### config.mk
export PLATFORM = sky130hd
export DESIGN_NAME = session_ctrl_flat
export DESIGN_NICKNAME = d
export VERILOG_FILES = /design/src/rtl/session_ctrl_pkg.sv /design/src/rtl/session_ctrl_if.sv /design/src/rtl/session_idle_timer.sv /design/src/rtl/session_ctrl.sv /design/src/flat_wrapper.sv
export SDC_FILE = /design/constraint.sdc
export NUM_CORES = 1
export LEC_CHECK = 0
export CELL_PAD_IN_SITES_DETAIL_PLACEMENT = 1
export CELL_PAD_IN_SITES_GLOBAL_PLACEMENT = 2
export CORE_MARGIN = 3
export CORE_UTILIZATION = 39
export CTS_CLUSTER_SIZE = 12
export DETAILED_ROUTE_END_ITERATION = 12
export PLACE_DENSITY_LB_ADDON = 0.1
export SLEW_MARGIN = 10
export SYNTH_ARGS = -nofsm -noshare
export SYNTH_HDL_FRONTEND = slang
export SYNTH_SLANG_ARGS = --single-unit
### constraint.sdc
create_clock -name clk -period 3.3 [get_ports clk]
set_input_delay 0.825 -clock clk [delete_from_list [all_inputs] [get_ports clk]]
set_output_delay 0.825 -clock clk [all_outputs]
set_load 0.005 [all_outputs]
### src/rtl/session_ctrl_pkg.sv
// Shared types and constants for the game-session controller:
// state encoding, ID width and the clock-derived idle-timeout default.
package session_ctrl_pkg;

    localparam int          ID_W             = 3;
    localparam int          RND_W            = 4;
    localparam int          CLK_HZ           = 50_000_000;
    localparam int          IDLE_SECONDS     = 30;
    localparam logic [31:0] IDLE_CYCLES_DEF  = 32'(CLK_HZ) * 32'(IDLE_SECONDS);
    localparam int          GUEST_ROUNDS_DEF = 3;

    typedef enum logic [2:0] {
        LOGGED_OUT = 3'd0,
        IDLE       = 3'd1,
        ARM        = 3'd2,
        PLAY       = 3'd3,
        ROUND_END  = 3'd4,
        LOGOUT     = 3'd5
    } state_e;

    // Round counter increment that sticks at all-ones instead of wrapping.
    function automatic logic [RND_W-1:0] rounds_inc(input logic [RND_W-1:0] r);
        return (&r) ? r : r + RND_W'(1);
    endfunction

endpackage

### src/rtl/session_ctrl_if.sv
// Bundle of authentication, player and timer signals around the session controller.
// The master side is the surrounding system; the slave side is session_ctrl.
interface session_ctrl_if #(
    parameter int ID_W = session_ctrl_pkg::ID_W
) ();

    logic            log_in_ctrl;
    logic            isGuest_ctrl;
    logic [ID_W-1:0] intID_ctrl;
    logic            start_in;
    logic            logout_req;
    logic            timeout;
    logic            load_p1_in;
    logic            load_RNG_in;

    logic            log_out_ctrl;
    logic            logged_in;
    logic            logged_out;
    logic            load_p1_out;
    logic            load_RNG_out;
    logic            timer_reconfig;
    logic            timer_enable;
    logic [ID_W-1:0] session_id;
    logic [3:0]      rounds_played;

    modport master (
        output log_in_ctrl, isGuest_ctrl, intID_ctrl, start_in, logout_req,
               timeout, load_p1_in, load_RNG_in,
        input  log_out_ctrl, logged_in, logged_out, load_p1_out, load_RNG_out,
               timer_reconfig, timer_enable, session_id, rounds_played
    );

    modport slave (
        input  log_in_ctrl, isGuest_ctrl, intID_ctrl, start_in, logout_req,
               timeout, load_p1_in, load_RNG_in,
        output log_out_ctrl, logged_in, logged_out, load_p1_out, load_RNG_out,
               timer_reconfig, timer_enable, session_id, rounds_played
    );

endinterface

### src/rtl/session_idle_timer.sv
// Loadable up-counter with synchronous clear and enable; tc_o flags the terminal count.
// The count holds at TERMINAL rather than wrapping.
module session_idle_timer #(
    parameter int           W        = 32,
    parameter logic [W-1:0] TERMINAL = '1
) (
    input  logic         clk,
    input  logic         rst,
    input  logic         clr_i,
    input  logic         en_i,
    input  logic         load_i,
    input  logic [W-1:0] load_val_i,
    output logic         tc_o
);

    logic [W-1:0] count_q;
    logic [W-1:0] count_d;

    always_comb begin
        // NOTE: default first so every path assigns count_d and no latch is inferred.
        count_d = count_q;
        if (clr_i) begin
            count_d = '0;
        end else if (load_i) begin
            count_d = load_val_i;
        end else if (en_i && !tc_o) begin
            count_d = count_q + W'(1);
        end
    end

    always_ff @(posedge clk or posedge rst) begin
        if (rst) begin
            count_q <= '0;
        end else begin
            // NOTE: sequential state uses non-blocking assignment so all flops update together.
            count_q <= count_d;
        end
    end

    assign tc_o = (count_q == TERMINAL);

endmodule

### src/rtl/session_ctrl.sv
// Game-session controller: login latch, round FSM, idle auto-logout and player-input gating.
// Outputs are registered decodes of the next state; only the gated loads are combinational.
module session_ctrl
    import session_ctrl_pkg::*;
#(
    parameter int          GUEST_ROUNDS = GUEST_ROUNDS_DEF,
    parameter logic [31:0] IDLE_CYCLES  = IDLE_CYCLES_DEF
) (
    input  logic            clk,
    input  logic            rst,
    session_ctrl_if.slave   sif
);

    localparam logic [RND_W-1:0] GUEST_LIMIT = RND_W'(GUEST_ROUNDS);

    state_e           state_q;
    state_e           state_d;
    logic             guest_q;
    logic [ID_W-1:0]  session_id_q;
    logic [RND_W-1:0] rounds_q;
    logic             timeout_prev_q;
    logic             log_out_ctrl_q;
    logic             logged_in_q;
    logic             logged_out_q;
    logic             timer_reconfig_q;
    logic             timer_enable_q;
    logic             idle_tc;
    logic             timeout_rise;

    assign timeout_rise = sif.timeout & ~timeout_prev_q;

    // Preloaded to zero outside IDLE so every IDLE visit starts counting from zero.
    session_idle_timer #(
        .W        (32),
        .TERMINAL (IDLE_CYCLES - 32'd1)
    ) u_idle_timer (
        .clk        (clk),
        .rst        (rst),
        .clr_i      (sif.start_in | sif.load_p1_in),
        .en_i       (state_q == IDLE),
        .load_i     (state_q != IDLE),
        .load_val_i ('0),
        .tc_o       (idle_tc)
    );

    always_comb begin
        state_d = state_q;
        unique case (state_q)
            LOGGED_OUT: if (sif.log_in_ctrl) state_d = IDLE;
            LOGOUT:     state_d = LOGGED_OUT;
            default: begin
                if (sif.logout_req) begin
                    state_d = LOGOUT;
                end else if (!sif.log_in_ctrl) begin
                    state_d = LOGGED_OUT;
                end else begin
                    unique case (state_q)
                        IDLE: begin
                            if (sif.start_in)                      state_d = ARM;
                            else if (idle_tc && !sif.load_p1_in)   state_d = LOGOUT;
                        end
                        ARM:       state_d = PLAY;
                        PLAY:      if (timeout_rise) state_d = ROUND_END;
                        ROUND_END: state_d = (guest_q && rounds_q == GUEST_LIMIT) ? LOGOUT : IDLE;
                        default:   state_d = LOGGED_OUT;
                    endcase
                end
            end
        endcase
    end

    always_ff @(posedge clk or posedge rst) begin
        if (rst) begin
            state_q          <= LOGGED_OUT;
            guest_q          <= 1'b0;
            session_id_q     <= '0;
            rounds_q         <= '0;
            timeout_prev_q   <= 1'b0;
            log_out_ctrl_q   <= 1'b0;
            logged_in_q      <= 1'b0;
            logged_out_q     <= 1'b1;
            timer_reconfig_q <= 1'b0;
            timer_enable_q   <= 1'b0;
        end else begin
            state_q          <= state_d;
            timeout_prev_q   <= sif.timeout;
            log_out_ctrl_q   <= (state_d == LOGOUT);
            timer_reconfig_q <= (state_d == ARM);
            timer_enable_q   <= (state_d == PLAY);
            logged_in_q      <= (state_d inside {IDLE, ARM, PLAY, ROUND_END});
            logged_out_q     <= !(state_d inside {IDLE, ARM, PLAY, ROUND_END});

            // Identity is captured once at login; later changes on the inputs are ignored.
            if (state_q == LOGGED_OUT && state_d == IDLE) begin
                session_id_q <= sif.intID_ctrl;
                guest_q      <= sif.isGuest_ctrl;
                rounds_q     <= '0;
            end else if (state_d == LOGGED_OUT) begin
                session_id_q <= '0;
                guest_q      <= 1'b0;
                rounds_q     <= '0;
            end else if (state_q == PLAY && state_d == ROUND_END) begin
                rounds_q     <= rounds_inc(rounds_q);
            end
        end
    end

    assign sif.log_out_ctrl   = log_out_ctrl_q;
    assign sif.logged_in      = logged_in_q;
    assign sif.logged_out     = logged_out_q;
    assign sif.timer_reconfig = timer_reconfig_q;
    assign sif.timer_enable   = timer_enable_q;
    assign sif.session_id     = session_id_q;
    assign sif.rounds_played  = rounds_q;
    assign sif.load_p1_out    = sif.load_p1_in  & (state_q == PLAY);
    assign sif.load_RNG_out   = sif.load_RNG_in & (state_q == PLAY);

endmodule

### src/flat_wrapper.sv
// flat-port wrapper written by rule: the top's interface ports become plain ports
module session_ctrl_flat import session_ctrl_pkg::*;
#(
    parameter int          GUEST_ROUNDS = GUEST_ROUNDS_DEF,
    parameter logic [31:0] IDLE_CYCLES  = IDLE_CYCLES_DEF
)
  (clk, rst, sif_log_in_ctrl, sif_isGuest_ctrl, sif_intID_ctrl, sif_start_in, sif_logout_req, sif_timeout, sif_load_p1_in, sif_load_RNG_in, sif_log_out_ctrl, sif_logged_in, sif_logged_out, sif_load_p1_out, sif_load_RNG_out, sif_timer_reconfig, sif_timer_enable, sif_session_id, sif_rounds_played);
  session_ctrl_if sif_i ();
  input  logic clk;
  input  logic rst;
  input wire logic [$bits(sif_i.log_in_ctrl)-1:0] sif_log_in_ctrl;
  input wire logic [$bits(sif_i.isGuest_ctrl)-1:0] sif_isGuest_ctrl;
  input wire logic [$bits(sif_i.intID_ctrl)-1:0] sif_intID_ctrl;
  input wire logic [$bits(sif_i.start_in)-1:0] sif_start_in;
  input wire logic [$bits(sif_i.logout_req)-1:0] sif_logout_req;
  input wire logic [$bits(sif_i.timeout)-1:0] sif_timeout;
  input wire logic [$bits(sif_i.load_p1_in)-1:0] sif_load_p1_in;
  input wire logic [$bits(sif_i.load_RNG_in)-1:0] sif_load_RNG_in;
  output wire logic [$bits(sif_i.log_out_ctrl)-1:0] sif_log_out_ctrl;
  output wire logic [$bits(sif_i.logged_in)-1:0] sif_logged_in;
  output wire logic [$bits(sif_i.logged_out)-1:0] sif_logged_out;
  output wire logic [$bits(sif_i.load_p1_out)-1:0] sif_load_p1_out;
  output wire logic [$bits(sif_i.load_RNG_out)-1:0] sif_load_RNG_out;
  output wire logic [$bits(sif_i.timer_reconfig)-1:0] sif_timer_reconfig;
  output wire logic [$bits(sif_i.timer_enable)-1:0] sif_timer_enable;
  output wire logic [$bits(sif_i.session_id)-1:0] sif_session_id;
  output wire logic [$bits(sif_i.rounds_played)-1:0] sif_rounds_played;
  assign sif_i.log_in_ctrl = sif_log_in_ctrl;
  assign sif_i.isGuest_ctrl = sif_isGuest_ctrl;
  assign sif_i.intID_ctrl = sif_intID_ctrl;
  assign sif_i.start_in = sif_start_in;
  assign sif_i.logout_req = sif_logout_req;
  assign sif_i.timeout = sif_timeout;
  assign sif_i.load_p1_in = sif_load_p1_in;
  assign sif_i.load_RNG_in = sif_load_RNG_in;
  assign sif_log_out_ctrl = sif_i.log_out_ctrl;
  assign sif_logged_in = sif_i.logged_in;
  assign sif_logged_out = sif_i.logged_out;
  assign sif_load_p1_out = sif_i.load_p1_out;
  assign sif_load_RNG_out = sif_i.load_RNG_out;
  assign sif_timer_reconfig = sif_i.timer_reconfig;
  assign sif_timer_enable = sif_i.timer_enable;
  assign sif_session_id = sif_i.session_id;
  assign sif_rounds_played = sif_i.rounds_played;
  session_ctrl #(.GUEST_ROUNDS(GUEST_ROUNDS), .IDLE_CYCLES(IDLE_CYCLES)) u_core (.clk(clk), .rst(rst), .sif(sif_i));
endmodule
; Word-level counts from Yosys, hierarchy flattened
; Index checks and enable logic that the tools add are counted.
[classes]
n_addsub = 2
n_eq_ne = 14
mux = 20
bitwise_logic = 5
n_reduce_logical = 16
[ops]
columns = cell, n
row1 = 32-bit two-way mux, 3
row2 = "32-bit by 1-bit adder with 32-bit output, second input constant", 1
row3 = "32-bit by 31-bit equality test with 1-bit output, second input constant", 1
row4 = 3-bit two-way mux, 9
row5 = 4-bit two-way mux, 4
row6 = "3-bit by 2-bit equality test with 1-bit output, second input constant", 4
row7 = "3-bit equality test, second input constant", 4
row8 = 3-bit case mux with 4 select lines, 1
row9 = "3-bit by 1-bit equality test with 1-bit output, second input constant", 2
row10 = 3-bit logical NOT, 2
row11 = "3-bit by 1-bit inequality test with 1-bit output, second input constant", 2
row12 = 3-bit case mux with 2 select lines, 1
row13 = 3-bit nonzero test, 2
row14 = 1-bit logical AND, 5
row15 = "4-bit by 1-bit adder with 4-bit output, second input constant", 1
row16 = "4-bit by 2-bit equality test with 1-bit output, second input constant", 1
row17 = 4-bit AND reduction, 1
row18 = 4-bit nonzero test, 1
row19 = 1-bit bitwise AND, 3
row20 = 1-bit logical NOT, 3
row21 = 1-bit two-way mux, 2
row22 = 2-bit AND reduction, 1
row23 = 2-bit nonzero test, 1
row24 = 1-bit inverter, 1
row25 = 1-bit OR, 1
[totals]
regBits = 49
input_bits = 12
elab_cells = 68

; Depth between registers and ports, before layout
[logic_depth]
ltp_word = 13
ltp_mapped = 7
depth_no_buf = 6

; Cells and area by module
; From an unflattened synthesis, not the netlist that was laid out.
[unflattened]
cells_unflattened = 357
area_unflattened_um2 = 3220.6
[modules_own_cells]
columns = mod, n_inst, cells_each, area_per_inst_um2, seq_area_each_um2
row1 = session_idle_timer, 1, 260, 2267.2, 800.8
row2 = session_ctrl, 1, 97, 953.4, 426.7

; Worst setup path before layout
; Ideal clock, no wire load.
[synth_timing]
path_type = input port to flip-flop
start = input sif_load_p1_in
end = register u_core.u_idle_timer.count_q[3]
setup_time_ns = 0.076
arrival_ns = 2.007
setup_slack_ns = 1.217
cell_stages = 6
path_buffers = 1
path_cell_list = nor4b_4 > nand4_4 > nor4_4 > buf_6 > o21ai_1 > a21oi_2
[synth_via]
elab_chain_len = 2
word_cells_on_any_way = 3
[synth_lines]
columns = element, line
row1 = start: declaration, flat_wrapper.sv:17  ; input wire logic [$bits(sif_i.load_p1_in)-1:0] sif_load_p1_in;
row2 = 1-bit OR (*), session_ctrl.sv:39  ; .clr_i (sif.start_in | sif.load_p1_in),
row3 = 3-bit nonzero test (no source line) / 32-bit two-way mux (equally long branches), n/a
row4 = end signal: assignment, session_idle_timer.sv:36  ; count_q <= count_d;
row5 = end: declaration, session_idle_timer.sv:16  ; logic [W-1:0] count_q;
; Every way passes the cells marked *; elsewhere a longest branch is shown, timed or not.
; A chain may end at the register's enable or synchronous reset.

; Final worst setup path
[layout_timing]
start = input sif_load_p1_in
end = output sif_load_p1_out
[layout_via]
elab_chain_len = 1
[layout_lines]
columns = element, line
row1 = 1-bit bitwise AND, session_ctrl.sv:115  ; assign sif.load_p1_out = sif.load_p1_in & (state_q == PLAY);
row2 = end: declaration, flat_wrapper.sv:22  ; output wire logic [$bits(sif_i.load_p1_out)-1:0] sif_load_p1_out;
; Every way passes these cells.

==> impl_metrics.yaml <==
synthesis:
  synth.largest_area_cell: "dfrtp_1"
  synthDominantCellAreaShare: 0.449
  seq_area_frac_synth: 0.458
  synth.area.top_cells: "dfrtp_1 (45%), xor2_1 (5.2%), nand2_1 (4.1%)"
  synth_area_um2: 2680
  synth_nets: 280
  ys_async_sr_fraction: 1.00
  yosys_register_bits: 49
  netlist-cell-type-count: 59
  synth_warnings: 0
  syn-instance-count: 266
  synth_ff_type: "dfrtp_1"
  avgSynthCellArea_um2: 10.1
  synth-edff-count: 0
sta:
  setup_viol: 0
  fin_skew_ps: 8.48
  hold_viol: 0
  period_needed_ps: 2960
  final-max-slew-violation-count: 0
  tns_ps: 0
  fin_crit_sh: 0.897
  relSlewSlack: 0.649
  rsz0062_at_grt: "false"
  worst_pin_slew_ps: 524
  fmax_mhz: 338
clocking:
  cts_root_buf: "clkbuf_8"
  cts_made_buffers: 5
  path_clk_slew_ps: 90
  clkSinkCount: 49
  cts_setup_buffers: 0
  cts_buffer_depth: 2
  h-tree-depth: 2
  cts_tree: "yes"
  ctsHoldBuffers: 0
  postCtsResizedCells: 0
  clock_latency_ps: 310
global_route:
  grt_usage: 0.182
  antenna_found_initial: 0
  grt_start_max_net_pins: 24
  grt_pass1_vias: 2229
  grt_pass1_wl_mm: 11.2
  grt-ovfl-total: 0
placed_design:
  place_area_um2: 3030
  gp_congestion: 0.726
  dp_hpwl_mm: 4.62
  portBuffers: 25
floorplan:
  ios: 26
  design.core.area_um2: 6490
  die_x_um: 88.9
  num_rows: 29
  die_h_um: 88.9
  die-area_um2: 7900
  start_util: 0.412
routing:
  drc: 0
  vias: 2079
  postRouteAntennaNets: 0
  firstDrtPassIters: 4
  vias_per_cell: 5.53
  dr.first_iter.drc_count: 58
  drt_wl_total_mm: 6.31
  routedWlPerCell_um: 16.8
power:
  switching_share: 0.304
  p_comb_frac: 0.217
  power_frac_seq: 0.482
  p_leak_nw: 1.31
  internal-power_mw: 1.03
  power_density_nw_per_um2: 472
  p_clk_frac: 0.301
  p_sw_mw: 0.450
  irDropWorstVdd_uv: 284
worst_setup_path:
  cp_slowest_cell: "clkdlybuf4s50_1"
  worstPathCellList: "clkdlybuf4s50_1, inv_1, nor2_1, clkdlybuf4s50_1"
  crit_top_cell: "clkdlybuf4s50_1"
  crit_arrival_ps: 2130
  cp-start-kind: "input port"
  critPathCaptureType: "output port"
  critPathMaxStageDelay_ps: 560
  cp_max_fo: 3
  critPathKind: "in -> out"
  cp_data_required_time_ps: 2470
finish:
  nets: 312
  syn2layout_area_growth_pct: 17.4
  layout-drive-gt1-share: 0.144
  antenna_cells: 0
  final_area_um2: 3140
worst_hold_path:
  hold_class: "reg -> reg"
outcome:
  status: "complete, no violations"
job:
  drv_cap: 0
[final timing paths]
| path | depth (start not counted) | startpoint | end | slack (ps) |
|---|---|---|---|---|
| worst min register to register | 1 | u_core.u_idle_timer.count_q[9] | u_core.u_idle_timer.count_q[9] | 530 |
| worst max register to register | 5 | u_core.state_q[1] | u_core.sif.rounds_played[2] | 1170 |
| worst min-delay path | 1 | u_core.u_idle_timer.count_q[9] | u_core.u_idle_timer.count_q[9] | 530 |
| worst max-delay path | 4 | sif_load_p1_in | sif_load_p1_out | 340 |
| min in group asynchronous | 2 | rst | u_core.u_idle_timer.count_q[4] | 860 |
| max in group asynchronous | 3 | rst | u_core.sif.logged_out | 1780 |
[cell usage in the layout (no fill, tap or decap), types with 5 or more instances in the layout]
| cell type | Yosys | layout |
|---|---|---|
| and3_1 | 6 | 6 |
| nand4_1 | 11 | 11 |
| dfrtp_1 | 48 | 48 |
| or3_1 | 10 | 10 |
| nor2_1 | 24 | 24 |
| a21oi_2 | 6 | 6 |
| nand2_1 | 29 | 29 |
| inv_1 | 10 | 9 |
| o21ai_0 | 11 | 11 |
| nand3_1 | 8 | 8 |
| buf_4 | 1 | 7 |
| clkbuf_8 | 0 | 5 |
| clkdlybuf4s50_1 | 0 | 25 |
| and4_1 | 7 | 7 |
| xor2_1 | 16 | 16 |
| o21ai_1 | 8 | 8 |
[per-stage QoR]
step                cells  setup WS, ps   util  total power, mW  hold WS, ps
floorplan             266          1220      -            0.905          478
global placement      368           332  0.466             1.04          512
detailed placement    368           351  0.466             1.05          515
CTS                   376           332  0.484             1.51          531
global route          376           257  0.484             1.58          551
finish                376           341  0.484             1.48          532
[Yosys cell counts, types with 2 or more instances]
master and number:
xor2_1 16, and4_1 7, nor4_4 2, and4bb_2 2, nor2_1 24, nand3b_1 2
nor3_2 2, buf_6 2, a21oi_1 4, dfrtp_1 48, mux2i_1 4, o21ai_1 8
ha_1 2, and2_1 2, nor2b_1 2, and3_1 6, nor4b_1 2, a211o_1 2
o31ai_1 2, nand3_1 8, or3_1 10, buf_2 2, a21oi_2 6, a31oi_1 2
nand4_2 2, or2_2 2, inv_1 10, o21ai_0 11, nand2_1 29, nand4_1 11
nand2b_1 3, o21a_1 4
[registers in the layout, indices dropped and copies added (netlist names)]
signal / count
u_core.u_idle_timer.count_q: 32
u_core.sif.rounds_played: 4
u_core.sif.session_id: 3
u_core.state_q: 3
u_core.guest_q: 1
u_core.sif.log_out_ctrl: 1
u_core.sif.logged_in: 1
u_core.sif.logged_out: 1
u_core.sif.timer_enable: 1
u_core.sif.timer_reconfig: 1
u_core.timeout_prev_q: 1
[power groups by stage]
stage / Combinational, mW / Clock, mW / Sequential, mW
floorplan: 0.211 / 0 / 0.694
global placement: 0.316 / 0 / 0.725
detailed placement: 0.323 / 0 / 0.722
CTS: 0.328 / 0.465 / 0.713
global route: 0.365 / 0.493 / 0.726
finish: 0.322 / 0.447 / 0.714
[per-layer routing]
| metal | share of wire | track usage |
|---|---|---|
| met5 | 0 | 0 |
| met4 | 0.0097 | 0.0371 |
| met3 | 0.028 | 0.0428 |
| met2 | 0.47 | 0.290 |
| met1 | 0.49 | 0.254 |
[critical path, delay by kind of cell]
family	cells	cell delay, ps
AND/OR/NAND/NOR	1	110
buffers and inverters	3	1200
[kinds of logic (layout without fill, tap and decap cells)]
family,Yosys count,count (layout),share of synthesized area
xor+xnor,17,17,0.0556
simple gates,126,126,0.297
mux,4,4,0.0150
compound gates,50,50,0.131
fa+ha+maj,2,2,0.00934
flops,49,49,0.458
buf+inv,18,51,0.0332
[area by class of cell]
type	count	area, µm²
Fill cell	746	3350
Multi-Input combinational cell	199	1360
Sequential cell	49	1230
Timing Repair Buffer	32	303
Tap cell	77	96.3
Clock buffer	5	68.8
Clock inverter	3	46.3
Inverter	11	41.3
Power figures use the tool's default switching activity.
==> patch 1, RTL diff (same flow settings) <==
Change the package constant `ID_W` from 3 to 6.
--- a/src/rtl/session_ctrl_pkg.sv
+++ b/src/rtl/session_ctrl_pkg.sv
@@ -2,7 +2,7 @@
 // state encoding, ID width and the clock-derived idle-timeout default.
 package session_ctrl_pkg;
 
-    localparam int          ID_W             = 3;
+    localparam int          ID_W             = 6;
     localparam int          RND_W            = 4;
     localparam int          CLK_HZ           = 50_000_000;
     localparam int          IDLE_SECONDS     = 30;
Interface: changed (resized sif_intID_ctrl and sif_session_id); port bits go from 26 to 32. No check against the original RTL was run, so the function may have changed too.
==> patch 1 against the unedited design <==
Via count rose by 5.9%; clock skew shrank 2.4 ps; sequential cell count up 3; register-to-register slack worse by 150 ps; fmax rose by 7.4%; synthesized area grew 3.5%; final area increased by 5.1%; total power rose by 13%; wire length is 1.4% higher; setup slack better by 200 ps; largest cell class unchanged; highest routed layer unchanged.
==> patch 1: results (changes against the unedited design) <==
* Reg2Reg Depth at 8 (was 5)
* DP Worst Slack at 441 ps (was 351 ps)
* Fmax at 363 MHz (was 338 MHz)
* Drt pass-1 iters at 4 (unchanged)
* R2R setup slack at 1020 ps (was 1170 ps)
* Crit. Startpoint: sif_load_p1_in (unchanged)
* Clk_skew at 6.05 ps (was 8.48 ps)
* Critical Path Fanout Max at 2 (was 3)
* Initial antenna violation count at 0 (unchanged)
* Synth unique cells at 57 (was 59)
* Largest net degree at the start of global routing at 44 (was 24)
* Port bufs at 31 (was 25)
* Fraction of registers with async set/reset at 1.00 (unchanged)
* Fraction of layout cells with a size suffix above 1 at 0.0863 (was 0.144)
* Vias in the first global route at 2264 (was 2229)
* GP Congestion at 0.771 (was 0.726)
* Hpwl dp at 4520 microns (was 4620 microns)
* Vias/cell at 5.38 (was 5.53)
* Wirelength, routed at 6400 microns (was 6310 microns)
* Worst Hold Endpoint: u_core.sif.session_id[2] (was u_core.u_idle_timer.count_q[9])
* Top cells by area, synth: dfrtp_1 (46%), nor2_1 (4.7%), xnor2_1 (4.4%) (was dfrtp_1 (45%), xor2_1 (5.2%), nand2_1 (4.1%))
* Reg2reg start: u_core.u_idle_timer.count_q[0] (was u_core.state_q[1])
* Slew margin rel. at 0.496 (was 0.649)
* Crit path DAT at 1930 ps (was 2130 ps)
* Max IR drop VDD at 227 uV (was 284 uV)
* First-pass GRT wire length at 11500 microns (was 11200 microns)
* Filler Cell Count at 784 (was 746)
* Worst reg2reg path endpoint: u_core.u_idle_timer.count_q[5] (was u_core.sif.rounds_played[2])
* Syn Nets at 299 (was 280)
* Lkg Pwr at 1.31 nW (about the same)
* Sequential share of the synthesized area at 0.470 (was 0.458)
* Hold Crit Start: u_core.sif.session_id[2] (was u_core.u_idle_timer.count_q[9])
* Placed Cells at 402 (was 368)
* Nets at 330 (was 312)
* Area after DPL at 0.00318 sq mm (was 0.00303 sq mm)
* Drt wl/cell at 15.6 microns (was 16.8 microns)
* 1st-iter DRT viols at 105 (was 58)
* Gr usage total at 0.173 (was 0.182)
* Cts bufs inserted at 5 (unchanged)
* Mapped Cells at 282 (was 266)
* Status: complete, no violations (unchanged)
* Most flop-heavy register: u_core.u_idle_timer.count_q (unchanged)
* Top cells by count, synth: dfrtp_1 (51), nor2_1 (35), nand2_1 (25) (was dfrtp_1 (48), nand2_1 (29), nor2_1 (24))
## patch 1: cell count changes after synthesis, moves of 6 or more
| cell | before | now |
|---|---|---|
| a22o_1 | 1 | 7 |
| nor2_1 | 24 | 35 |
| xnor2_1 | 1 | 14 |
| nor3_1 | 0 | 12 |
| o21ai_1 | 8 | 1 |
## patch 1: where the power goes
part	leakage (nW)	internal, mW	switching, mW
Clock	0.0642	0.298	0.207
Combinational	0.538	0.204	0.200
Sequential	0.710	0.707	0.0650
Total	1.31	1.21	0.473
## patch 1: logic make-up (layout without fill, tap and decap cells)
group	after synthesis	count (layout)	share of synthesized area
flip-flops	52	52	0.470
buffers and inverters	16	47	0.0294
XOR/XNOR	26	26	0.0822
AND/OR/NAND/NOR	146	146	0.311
adder cells (fa/ha/maj)	2	2	0.00903
multiplexers	1	1	0.00361
AO/OA/AOI/OAI	39	39	0.0944
## patch 1: final cells by class
| class | count | share of cell area |
|---|---|---|
| inverters | 6 | 0.00681 |
| repair buffers | 34 | 0.104 |
| flip-flops and latches | 52 | 0.394 |
| multi-input cells | 214 | 0.419 |
| clock inverters | 2 | 0.0182 |
| clock buffers | 5 | 0.0208 |
| well taps | 96 | 0.0363 |
## patch 1: metrics by stage
stage	total power [mW]	hold slack [ps]	util
final	1.68	507	0.484
after global routing	1.79	524	0.484
after CTS	1.71	512	0.484
after detailed placement	1.19	480	0.465
after global placement	1.19	483	0.465
after floorplan	1.02	459	-
## patch 1: per-layer routing
metal,vias up,global-route usage,share of wire
met4,0,0.0536,0.014
met1,1106,0.244,0.50
met3,6,0.0442,0.032
li1,1057,-,-
met2,33,0.263,0.45
met5,-,0,0
## patch 1: critical path, cell delays in order
cell and delay, ps:
clkdlybuf4s50_1 480, and2_1 130, clkdlybuf4s50_1 500
==> patch 2, RTL diff (same flow settings) <==
Without the edit above. Reset style: synchronous (`rst`), changed in 2 clocked blocks.
--- a/src/rtl/session_idle_timer.sv
+++ b/src/rtl/session_idle_timer.sv
@@ -28,7 +28,7 @@
         end
     end
 
-    always_ff @(posedge clk or posedge rst) begin
+    always_ff @(posedge clk) begin
         if (rst) begin
             count_q <= '0;
         end else begin
--- a/src/rtl/session_ctrl.sv
+++ b/src/rtl/session_ctrl.sv
@@ -69,7 +69,7 @@
         endcase
     end
 
-    always_ff @(posedge clk or posedge rst) begin
+    always_ff @(posedge clk) begin
         if (rst) begin
             state_q          <= LOGGED_OUT;
             guest_q          <= 1'b0;
Check against the original RTL: differs if rst is asserted again (counterexample within 4 cycles, from zero or initial values and one cycle with rst high); with rst held inactive, the same outputs for 10 cycles.
==> patch 2 against the unedited design <==
Hold slack worse by 44 ps; final area fell by 9.8%; setup slack gained 170 ps; wire length fell by 9.2%; die area is 8.3% lower; synthesized area down 8.8%; critical path type unchanged; largest cell class unchanged; sequential cell count is the same; core utilization shrank 1.1 points.
Power is not compared: it rests on default switching activity, and its combinational part moved more than twofold at a synthesized area within 25%.
==> patch 2: results (changes against the unedited design) <==
* First-pass GRT wire length at 9990 microns (was 11200 microns)
* Least-Margin Pin Slew at 727 ps (was 524 ps)
* Fraction of area in non-clock buffers at 0.0935 (was 0.0963)
* Area of the multi-input gates at 0.00135 sq mm (was 0.00136 sq mm)
* WL met3 at 129 microns (was 179 microns)
* 1st-iter DRT viols at 87 (was 58)
* DP Worst Slack at 501 ps (was 351 ps)
* Filler Cell Count at 703 (was 746)
* Vias/cell at 5.40 (was 5.53)
* Clk_skew at 4.07 ps (was 8.48 ps)
* Syn Nets at 295 (was 280)
* Met2 usage at 0.249 (was 0.290)
* Area after DPL at 0.00272 sq mm (was 0.00303 sq mm)
* Largest net degree at the start of global routing at 33 (was 24)
* Nonclk buf count at 27 (was 32)
* Mapped Cells at 281 (was 266)
* Placed Cells at 372 (was 368)
* Met3 usage at 0.0350 (was 0.0428)
* Crit path DAT at 1970 ps (was 2130 ps)
* Vias at 2052 (was 2079)
* Status: complete, no violations (unchanged)
* Gr usage total at 0.168 (was 0.182)
* Nets at 318 (was 312)
* Top cells by count, synth: dfxtp_1 (49), nor2_1 (40), xnor2_1 (27) (was dfrtp_1 (48), nand2_1 (29), nor2_1 (24))
* Fraction of registers with async set/reset at 0 (was 1.00)
* Hpwl dp at 3970 microns (was 4620 microns)
* GP Congestion at 0.780 (was 0.726)
* Seq/total area at 0.346 (was 0.390)
* Area Growth Syn to Fin at 16.2% (was 17.4%)
* GR met1 Demand/Resource at 0.249 (was 0.254)
* Clock network area share at 0.0423 (was 0.0366)
* WL met1 at 3070 microns (was 3090 microns)
* CP max stage delay at 500 ps (was 560 ps)
* Clk_buf instances at 6 (was 5)
* Row count at 28 (was 29)
[patch 2: cells by family after synthesis]
group | share of synthesized area
multiplexers | 0.00410
adder cells (fa/ha/maj) | 0.0102
XOR/XNOR | 0.100
flip-flops | 0.402
buffers and inverters | 0.0436
AO/OA/AOI/OAI | 0.0897
AND/OR/NAND/NOR | 0.350
[patch 2: worst paths after layout]
path,to,slack (ps),cells after the start,startpoint
setup / recovery,sif_load_p1_out,510,3,sif_load_p1_in
hold / removal,u_core.guest_q,490,1,u_core.guest_q
setup reg to reg,u_core.u_idle_timer.count_q[21],1090,7,u_core.u_idle_timer.count_q[12]
hold reg to reg,u_core.guest_q,490,1,u_core.guest_q
[patch 2: worst register-to-register path: stages, from the launching register on]
cell and delay, ps:
dfxtp_1 380, nor4b_1 490, nand3_1 230, nor4_4 370, buf_4 300, nor4_1 90, xnor2_1 180, nor2_1 50
